===== config.mk =====
export PLATFORM = sky130hd
export DESIGN_NAME = camac_cycle_ctrl_flat
export DESIGN_NICKNAME = d
export VERILOG_FILES = /design/src/rtl/camac_pkg.sv /design/src/rtl/camac_cycle_ctrl_if.sv /design/src/rtl/camac_strobe_timer.sv /design/src/rtl/camac_cycle_ctrl.sv /design/src/flat_wrapper.sv
export SDC_FILE = /design/constraint.sdc
export NUM_CORES = 1
export LEC_CHECK = 0
export CAP_MARGIN = 40
export CORE_MARGIN = 1
export CORE_UTILIZATION = 59
export CTS_BUF_LIST = sky130_fd_sc_hd__clkbuf_8
export DETAILED_ROUTE_END_ITERATION = 12
export DONT_BUFFER_PORTS = 1
export HOLD_SLACK_MARGIN = 0.1
export PLACE_DENSITY = 0.78
export SYNTH_ARGS = -nofsm -noshare
export SYNTH_HDL_FRONTEND = slang
export SYNTH_SLANG_ARGS = --single-unit

===== constraint.sdc =====
create_clock -name clk -period 1.8 [get_ports clk]
set_clock_uncertainty 0.05 [all_clocks]
set_input_delay 0.45 -clock clk [delete_from_list [all_inputs] [get_ports clk]]
set_output_delay 0.45 -clock clk [all_outputs]
set_load 0.05 [all_outputs]

===== src/rtl/camac_pkg.sv =====
// Shared types and defaults for the CAMAC dataway cycle controller.
// CAMAC_Z_CYCLE_EN adds the dataway-initialise (Z) states to the state enum.
package camac_pkg;

    localparam int T_SETUP_DEF = 4;
    localparam int T_S1_DEF    = 4;
    localparam int T_GAP_DEF   = 4;
    localparam int T_S2_DEF    = 4;
    localparam int T_HOLD_DEF  = 4;

    typedef enum logic [2:0] {
        ST_IDLE, ST_SETUP, ST_S1, ST_GAP, ST_S2, ST_HOLD
`ifdef CAMAC_Z_CYCLE_EN
        , ST_ZSETUP, ST_ZS2, ST_ZHOLD
`endif
    } state_e;

    typedef enum logic [1:0] {FC_READ, FC_WRITE, FC_CTRL} fclass_e;

    // F0..F7 read, F16..F23 write, everything else is a control function
    function automatic fclass_e f_class(input logic [4:0] f);
        case (f[4:3])
            2'b00:   return FC_READ;
            2'b10:   return FC_WRITE;
            default: return FC_CTRL;
        endcase
    endfunction

    function automatic int max5(input int a, input int b, input int c, input int d, input int e);
        int m;
        m = a;
        if (b > m) m = b;
        if (c > m) m = c;
        if (d > m) m = d;
        if (e > m) m = e;
        return m;
    endfunction

endpackage


===== src/rtl/camac_cycle_ctrl_if.sv =====
// ISA-side request / dataway-side bus bundle for camac_cycle_ctrl.
interface camac_cycle_ctrl_if;
    logic        start;
    logic [4:0]  n_in;
    logic [3:0]  a_in;
    logic [4:0]  f_in;
    logic [23:0] wdata_in;
    logic [23:0] r_in;
    logic        q_in;
    logic        x_in;
    logic        z_req;
    logic [4:0]  n_out;
    logic [3:0]  a_out;
    logic [4:0]  f_out;
    logic [23:0] w_out;
    logic        naf_e1_n;
    logic        naf_e2_n;
    logic        w_e1_n;
    logic        w_e2_n;
    logic        busy;
    logic        s1;
    logic        s2;
    logic        z;
    logic [23:0] rdata;
    logic        q_out;
    logic        x_out;
    logic        done;
    logic        ready;

    modport master (
        output start, n_in, a_in, f_in, wdata_in, r_in, q_in, x_in, z_req,
        input  n_out, a_out, f_out, w_out, naf_e1_n, naf_e2_n, w_e1_n, w_e2_n,
               busy, s1, s2, z, rdata, q_out, x_out, done, ready
    );

    modport slave (
        input  start, n_in, a_in, f_in, wdata_in, r_in, q_in, x_in, z_req,
        output n_out, a_out, f_out, w_out, naf_e1_n, naf_e2_n, w_e1_n, w_e2_n,
               busy, s1, s2, z, rdata, q_out, x_out, done, ready
    );
endinterface


===== src/rtl/camac_strobe_timer.sv =====
// Loadable down-counter timing each dataway phase; zero_o flags the last cycle of a phase.
module camac_strobe_timer #(
    parameter int W = 3
) (
    input  logic         clk,
    input  logic         rst,
    input  logic         load_i,
    input  logic [W-1:0] val_i,
    output logic         zero_o
);
    logic [W-1:0] cnt_q, cnt_d;

    always_comb begin
        cnt_d = cnt_q;
        if (load_i)            cnt_d = val_i;
        else if (cnt_q != '0)  cnt_d = cnt_q - W'(1);
    end

    always_ff @(posedge clk) begin
        if (rst) cnt_q <= '0;
        else     cnt_q <= cnt_d;
    end

    assign zero_o = (cnt_q == '0);
endmodule


===== src/rtl/camac_cycle_ctrl.sv =====
// One CAMAC dataway cycle (BUSY/S1/S2) per ISA request, driving the LS365/366 line drivers.
// Define CAMAC_Z_CYCLE_EN to enable the Z (initialise) cycle on z_req.
module camac_cycle_ctrl
    import camac_pkg::*;
#(
    parameter int T_SETUP = T_SETUP_DEF,
    parameter int T_S1    = T_S1_DEF,
    parameter int T_GAP   = T_GAP_DEF,
    parameter int T_S2    = T_S2_DEF,
    parameter int T_HOLD  = T_HOLD_DEF
) (
    input logic               clk,
    input logic               rst,
    camac_cycle_ctrl_if.slave bus
);
    localparam int T_MAX = max5(T_SETUP, T_S1, T_GAP, T_S2, T_HOLD);
    localparam int TW    = $clog2(T_MAX + 1);

    state_e          state_q, state_d;
    logic            tmr_load, tmr_zero, accept;
    logic [TW-1:0]   tmr_val;
    logic [4:0]      n_q, f_q, f_d;
    logic [3:0]      a_q;
    logic [23:0]     w_q, rdata_q;
    logic            q_out_q, x_out_q;
    logic            busy_q, s1_q, s2_q, z_q, done_q, ready_q, naf_en_n_q, w_en_n_q;
    logic            drive_d, zcyc_d, s2_d;

    camac_strobe_timer #(.W(TW)) u_tmr (
        .clk    (clk),
        .rst    (rst),
        .load_i (tmr_load),
        .val_i  (tmr_val),
        .zero_o (tmr_zero)
    );

    always_ff @(posedge clk) begin
        if (rst) state_q <= ST_IDLE;
        else     state_q <= state_d;
    end

    // Each phase reloads the timer with its width minus one on entry
    always_comb begin
        state_d  = state_q;
        tmr_load = 1'b0;
        tmr_val  = '0;
        accept   = 1'b0;
        unique case (state_q)
            ST_IDLE: begin
`ifdef CAMAC_Z_CYCLE_EN
                if (bus.z_req) begin
                    state_d = ST_ZSETUP; tmr_load = 1'b1; tmr_val = TW'(T_SETUP - 1);
                end else if (bus.start) begin
                    state_d = ST_SETUP; tmr_load = 1'b1; tmr_val = TW'(T_SETUP - 1); accept = 1'b1;
                end
`else
                if (bus.start) begin
                    state_d = ST_SETUP; tmr_load = 1'b1; tmr_val = TW'(T_SETUP - 1); accept = 1'b1;
                end
`endif
            end
            ST_SETUP: if (tmr_zero) begin state_d = ST_S1;  tmr_load = 1'b1; tmr_val = TW'(T_S1 - 1);   end
            ST_S1:    if (tmr_zero) begin state_d = ST_GAP; tmr_load = 1'b1; tmr_val = TW'(T_GAP - 1);  end
            ST_GAP:   if (tmr_zero) begin state_d = ST_S2;  tmr_load = 1'b1; tmr_val = TW'(T_S2 - 1);   end
            ST_S2:    if (tmr_zero) begin state_d = ST_HOLD; tmr_load = 1'b1; tmr_val = TW'(T_HOLD - 1); end
            ST_HOLD:  if (tmr_zero) state_d = ST_IDLE;
`ifdef CAMAC_Z_CYCLE_EN
            ST_ZSETUP: if (tmr_zero) begin state_d = ST_ZS2;   tmr_load = 1'b1; tmr_val = TW'(T_S2 - 1);   end
            ST_ZS2:    if (tmr_zero) begin state_d = ST_ZHOLD; tmr_load = 1'b1; tmr_val = TW'(T_HOLD - 1); end
            ST_ZHOLD:  if (tmr_zero) state_d = ST_IDLE;
`endif
            default: state_d = ST_IDLE;
        endcase
    end

    always_comb begin
        drive_d = 1'b0;
        zcyc_d  = 1'b0;
        s2_d    = 1'b0;
        case (state_d)
            ST_SETUP, ST_S1, ST_GAP, ST_HOLD: drive_d = 1'b1;
            ST_S2: begin drive_d = 1'b1; s2_d = 1'b1; end
`ifdef CAMAC_Z_CYCLE_EN
            ST_ZSETUP, ST_ZHOLD: zcyc_d = 1'b1;
            ST_ZS2: begin zcyc_d = 1'b1; s2_d = 1'b1; end
`endif
            default: ;
        endcase
    end

    assign f_d = accept ? bus.f_in : f_q;

    // Strobes and enables are registered from next state so the dataway sees clean edges
    always_ff @(posedge clk) begin
        if (rst) begin
            n_q <= '0; a_q <= '0; f_q <= '0; w_q <= '0;
            rdata_q <= '0; q_out_q <= 1'b0; x_out_q <= 1'b0;
            busy_q <= 1'b0; s1_q <= 1'b0; s2_q <= 1'b0; z_q <= 1'b0; done_q <= 1'b0;
            ready_q <= 1'b1; naf_en_n_q <= 1'b1; w_en_n_q <= 1'b1;
        end else begin
            if (accept) begin
                n_q <= bus.n_in; a_q <= bus.a_in; f_q <= bus.f_in; w_q <= bus.wdata_in;
            end
            if (state_q == ST_S1 && tmr_zero) begin
                if (f_class(f_q) == FC_READ) rdata_q <= bus.r_in;
                q_out_q <= bus.q_in;
                x_out_q <= bus.x_in;
            end
            busy_q     <= (state_d != ST_IDLE);
            s1_q       <= (state_d == ST_S1);
            s2_q       <= s2_d;
            z_q        <= zcyc_d;
            naf_en_n_q <= ~drive_d;
            w_en_n_q   <= ~(drive_d && f_class(f_d) == FC_WRITE);
            done_q     <= (state_q != ST_IDLE) && (state_d == ST_IDLE);
            ready_q    <= (state_d == ST_IDLE);
        end
    end

`ifndef CAMAC_Z_CYCLE_EN
    logic unused_z;
    assign unused_z = bus.z_req;
`endif

    assign bus.n_out    = n_q;
    assign bus.a_out    = a_q;
    assign bus.f_out    = f_q;
    assign bus.w_out    = w_q;
    assign bus.naf_e1_n = naf_en_n_q;
    assign bus.naf_e2_n = naf_en_n_q;
    assign bus.w_e1_n   = w_en_n_q;
    assign bus.w_e2_n   = w_en_n_q;
    assign bus.busy     = busy_q;
    assign bus.s1       = s1_q;
    assign bus.s2       = s2_q;
    assign bus.z        = z_q;
    assign bus.rdata    = rdata_q;
    assign bus.q_out    = q_out_q;
    assign bus.x_out    = x_out_q;
    assign bus.done     = done_q;
    assign bus.ready    = ready_q;
endmodule

===== src/flat_wrapper.sv =====
// flat-port wrapper written by rule: the top's interface ports become plain ports
module camac_cycle_ctrl_flat import camac_pkg::*;
#(
    parameter int T_SETUP = T_SETUP_DEF,
    parameter int T_S1    = T_S1_DEF,
    parameter int T_GAP   = T_GAP_DEF,
    parameter int T_S2    = T_S2_DEF,
    parameter int T_HOLD  = T_HOLD_DEF
)
  (clk, rst, bus_start, bus_n_in, bus_a_in, bus_f_in, bus_wdata_in, bus_r_in, bus_q_in, bus_x_in, bus_z_req, bus_n_out, bus_a_out, bus_f_out, bus_w_out, bus_naf_e1_n, bus_naf_e2_n, bus_w_e1_n, bus_w_e2_n, bus_busy, bus_s1, bus_s2, bus_z, bus_rdata, bus_q_out, bus_x_out, bus_done, bus_ready);
  camac_cycle_ctrl_if bus_i ();
  input logic clk;
  input logic rst;
  input wire logic [$bits(bus_i.start)-1:0] bus_start;
  input wire logic [$bits(bus_i.n_in)-1:0] bus_n_in;
  input wire logic [$bits(bus_i.a_in)-1:0] bus_a_in;
  input wire logic [$bits(bus_i.f_in)-1:0] bus_f_in;
  input wire logic [$bits(bus_i.wdata_in)-1:0] bus_wdata_in;
  input wire logic [$bits(bus_i.r_in)-1:0] bus_r_in;
  input wire logic [$bits(bus_i.q_in)-1:0] bus_q_in;
  input wire logic [$bits(bus_i.x_in)-1:0] bus_x_in;
  input wire logic [$bits(bus_i.z_req)-1:0] bus_z_req;
  output wire logic [$bits(bus_i.n_out)-1:0] bus_n_out;
  output wire logic [$bits(bus_i.a_out)-1:0] bus_a_out;
  output wire logic [$bits(bus_i.f_out)-1:0] bus_f_out;
  output wire logic [$bits(bus_i.w_out)-1:0] bus_w_out;
  output wire logic [$bits(bus_i.naf_e1_n)-1:0] bus_naf_e1_n;
  output wire logic [$bits(bus_i.naf_e2_n)-1:0] bus_naf_e2_n;
  output wire logic [$bits(bus_i.w_e1_n)-1:0] bus_w_e1_n;
  output wire logic [$bits(bus_i.w_e2_n)-1:0] bus_w_e2_n;
  output wire logic [$bits(bus_i.busy)-1:0] bus_busy;
  output wire logic [$bits(bus_i.s1)-1:0] bus_s1;
  output wire logic [$bits(bus_i.s2)-1:0] bus_s2;
  output wire logic [$bits(bus_i.z)-1:0] bus_z;
  output wire logic [$bits(bus_i.rdata)-1:0] bus_rdata;
  output wire logic [$bits(bus_i.q_out)-1:0] bus_q_out;
  output wire logic [$bits(bus_i.x_out)-1:0] bus_x_out;
  output wire logic [$bits(bus_i.done)-1:0] bus_done;
  output wire logic [$bits(bus_i.ready)-1:0] bus_ready;
  assign bus_i.start = bus_start;
  assign bus_i.n_in = bus_n_in;
  assign bus_i.a_in = bus_a_in;
  assign bus_i.f_in = bus_f_in;
  assign bus_i.wdata_in = bus_wdata_in;
  assign bus_i.r_in = bus_r_in;
  assign bus_i.q_in = bus_q_in;
  assign bus_i.x_in = bus_x_in;
  assign bus_i.z_req = bus_z_req;
  assign bus_n_out = bus_i.n_out;
  assign bus_a_out = bus_i.a_out;
  assign bus_f_out = bus_i.f_out;
  assign bus_w_out = bus_i.w_out;
  assign bus_naf_e1_n = bus_i.naf_e1_n;
  assign bus_naf_e2_n = bus_i.naf_e2_n;
  assign bus_w_e1_n = bus_i.w_e1_n;
  assign bus_w_e2_n = bus_i.w_e2_n;
  assign bus_busy = bus_i.busy;
  assign bus_s1 = bus_i.s1;
  assign bus_s2 = bus_i.s2;
  assign bus_z = bus_i.z;
  assign bus_rdata = bus_i.rdata;
  assign bus_q_out = bus_i.q_out;
  assign bus_x_out = bus_i.x_out;
  assign bus_done = bus_i.done;
  assign bus_ready = bus_i.ready;
  camac_cycle_ctrl #(.T_SETUP(T_SETUP), .T_S1(T_S1), .T_GAP(T_GAP), .T_S2(T_S2), .T_HOLD(T_HOLD)) u_core (.clk(clk), .rst(rst), .bus(bus_i));
endmodule

==> run_results.csv <==
group,metric,value,unit
clocking,cts.sinks,77,
synthesis,synth_common_cells,"129 x nand2_1, 77 x dfxtp_1, 41 x a21oi_1",
routing,avgViaCountPerCell,5.35,
floorplan,start_util,62.2,%
routing,routed_wl,6.07,mm
synthesis,synth_cell_type_count,38,
worst_setup_path,arrival,1.97,ns
clocking,numCtsBuffers,9,
placement,place_ws,0.0510,ns
synthesis,synth_cells,350,
grt,grt_usage,21.8,%
synthesis,syn-num-nets,420,
timing,worst_slack,0.0243,ns
timing,max-slew-margin-rel,64.6,%
synthesis,yosysWarnings,0,
synthesis,synth_seq_area_share,51.8,%
clocking,clock_latency,0.33,ns
floorplan,rows,25,
worst_setup_path,rr_worst_depth,5,
floorplan,fp.dieW,73.0,microns
min_path,holdPathStages,1,
timing,setup_violations,0,
placement,gp_congestion,0.759,
synthesis,synth_edf_count,0,
floorplan,die_h,73.0,microns
min_path,hp-class,"primary input to register",
finish,multiInputGateArea,1290,sq um
synthesis,syn_avg_cell_area,8.50,sq um
finish,nFillCells,376,
floorplan,num_io_pins,142,
synthesis,synth_area,2980,sq um
synthesis,synth_ff_type,"dfxtp_1",
routing,vias,2264,
finish,seq_area,1540,sq um
worst_setup_path,cp.required,2.00,ns
synthesis,ys_ff_latch,77,
grt,grt_pass1_vias,2094,
floorplan,die_area,5330,sq um
power,p_total,5220,uW
worst_setup_path,cp_slowest_stage_delay,0.44,ns
synthesis,yosysTopAreaCell,"dfxtp_1",
clocking,cts_tree,"built",
clocking,hold_buffers,0,
finish,drive_gt1_share,10.7,%
power,leakage,0.00127,uW
clocking,cts-root-buf,"clkbuf_8",
worst_setup_path,crit_path_start_kind,"register",
worst_setup_path,setup.worst_path.class,"register to register",
timing,hold_viol,0,
synthesis,synth.most_common_cell,"nand2_1",
worst_setup_path,r2r_end,"u_core.bus.rdata[11]$_SDFFE_PP0P_",
grt,grt_start_max_net_pins,49,
grt,overflow,0,
worst_setup_path,worstReg2RegStart,"u_core.state_q[1]$_SDFF_PP0_",
clocking,ctsLongestPathBuffers,2,
worst_setup_path,crit_chain,"or3b_1 -> nor4_4 -> buf_4 -> buf_12 -> mux2i_1",
timing,min_period,1.78,ns
worst_setup_path,crit_path_end_kind,"register",
min_path,hold_start,"rst",
routing,drc,0,
grt,grt_antenna_before_repair,0,
power,power.density,1550,nW/um^2
clocking,ctsHtreeMaxLevel,3,
timing,report.final.slew_viol_count,0,
power,ir_worst_vdd,0.000967,V
routing,drt_iter0_drc,34,
synthesis,ys_top_cells_by_area,"dfxtp_1 52%, nand2_1 16%, mux2i_1 9.4%",
routing,firstDrtPassIters,5,
timing,max_freq,0.563,GHz
finish,nets,421,
min_path,min_to,"u_core.bus.n_out[1]$_SDFFE_PP0P_",
routing,wl_per_cell,14.3,microns
clocking,path_clk_slew,0.07,ns
outcome,outcome,"finished clean",
finish,n_antenna_cell,0,
worst_setup_path,cp_slowest_cell,"dfxtp_1",
worst_setup_path,reg2reg_slack,0.02,ns
synthesis,synth_top_cell_area_share,51.8,%
floorplan,fp.coreArea,4790,sq um
synthesis,synthArstFlopShare,0,%
routing,ant_nets,0,
timing,worst_slew_pin_slew,0.530,ns
grt,grt_pass1_wl,8.83,mm
worst_setup_path,critPathMaxFanout,12,
finish,area_delta_synth_final,13.2,%
placement,dp_hpwl,4.07,mm
timing,period_share,98.6,%
placement,port_buffers,0,
run,max_cap_viol_count,0,
## critical path: cells and delay by family (launching register included)
family | cells | cell delay, ns
buffers and inverters | 2 | 0.33
DFF | 1 | 0.44
muxes | 1 | 0.23
and+or+nand+nor | 2 | 0.63
## metal layers
metal / track usage (%) / routed length [microns] / vias to the layer above
li1: - / - / 1144
met1: 21.8 / 2500 / 1020
met2: 38.2 / 2900 / 92
met3: 8.15 / 577 / 8
met4: 13.5 / 90 / 0
met5: 0 / 0 / -
## state kept, by name, summed over array words and instances, names as in the netlist
name	count
u_core.bus.f_out	5
u_core.bus.done	1
u_core.bus.rdata	24
u_core.bus.ready	1
u_core.bus.s1	1
u_core.bus.w_e1_n	1
u_core.bus.busy	1
u_core.bus.s2	1
u_core.bus.w_out	24
u_core.bus.x_out	1
u_core.state_q	3
u_core.bus.n_out	5
u_core.bus.a_out	4
u_core.bus.q_out	1
u_core.u_tmr.cnt_q	3
u_core.bus.naf_e1_n	1
## what timing repair did
item	4_1_cts	5_1_grt
setup endpoints to repair	0	24
buffers inserted	0	1
resized for setup	0	1
## power breakdown
| group | total [uW] | switching (uW) | internal [uW] |
|---|---|---|---|
| logic | 1060 | 634 | 427 |
| clock network | 1530 | 579 | 947 |
| registers | 2630 | 706 | 1920 |
| total | 5220 | 1920 | 3300 |
## per-stage QoR
step	area, sq um	cells	hold WS (ns)	TNS, ns	utilization [%]
2_1_floorplan	2980	350	0.432	0	-
3_3_place_gp	3090	405	0.450	0	64.7
3_5_place_dp	3090	405	0.458	0	64.7
4_1_cts	3330	421	0.106	0	69.7
5_1_grt	3370	423	0.110	-0.0379	70.4
6_report	3370	423	0.132	0	70.4
## worst max path at each step
| stage | start | endpoint | slack [ns] | cells past startpoint |
|---|---|---|---|---|
| after floorplan | u_core.u_tmr.cnt_q[0]$_SDFFE_PP0P_ | u_core.bus.rdata[10]$_SDFFE_PP0P_ | 0.03 | 7 |
| after global placement | u_core.u_tmr.cnt_q[0]$_SDFFE_PP0P_ | u_core.bus.rdata[6]$_SDFFE_PP0P_ | 0.12 | 6 |
| after detailed placement | u_core.u_tmr.cnt_q[0]$_SDFFE_PP0P_ | u_core.bus.rdata[20]$_SDFFE_PP0P_ | 0.05 | 6 |
| after CTS | u_core.u_tmr.cnt_q[0]$_SDFFE_PP0P_ | u_core.bus.rdata[20]$_SDFFE_PP0P_ | 0.04 | 6 |
| after global routing | u_core.state_q[1]$_SDFF_PP0_ | u_core.bus.rdata[11]$_SDFFE_PP0P_ | -0.04 | 5 |
| final | u_core.state_q[1]$_SDFF_PP0_ | u_core.bus.rdata[11]$_SDFFE_PP0P_ | 0.02 | 5 |
## placed cells by master, fill, tap and decap left out, types with 2 or more instances in the layout
cell type / netlist / final
nand2_1: 129 / 129
dfxtp_1: 77 / 77
a21oi_1: 41 / 41
mux2i_1: 28 / 28
buf_4: 3 / 15
clkbuf_8: 0 / 10
inv_1: 4 / 6
nor3_1: 4 / 4
nand3b_1: 3 / 3
nor2_1: 3 / 3
bufinv_16: 0 / 3
buf_12: 0 / 3
nor2b_1: 2 / 2
a211oi_1: 2 / 2
o21ai_0: 2 / 2
nor3b_1: 2 / 2
ha_1: 2 / 2
## layout make-up
cell class	count	share of cell area, %
repair buffers	19	5.87
multi-input cells	239	38.2
flip-flops and latches	77	45.7
well taps	67	2.49
clock inverters	6	3.04
inverters	5	0.557
clock buffers	10	4.08
## cell families after synthesis
group                      after synthesis  synth area share (%)
muxes                                   28                  9.42
buffers and inverters                   34                  5.25
and+or+nand+nor                        153                  22.0
xor gates and xnor gates                 2                 0.589
adders and majority gates                2                 0.841
other                                    1                 0.126
DFF                                     77                  51.8
AOI/OAI and AO/OA                       53                  9.96
Power figures use the tool's default switching activity.
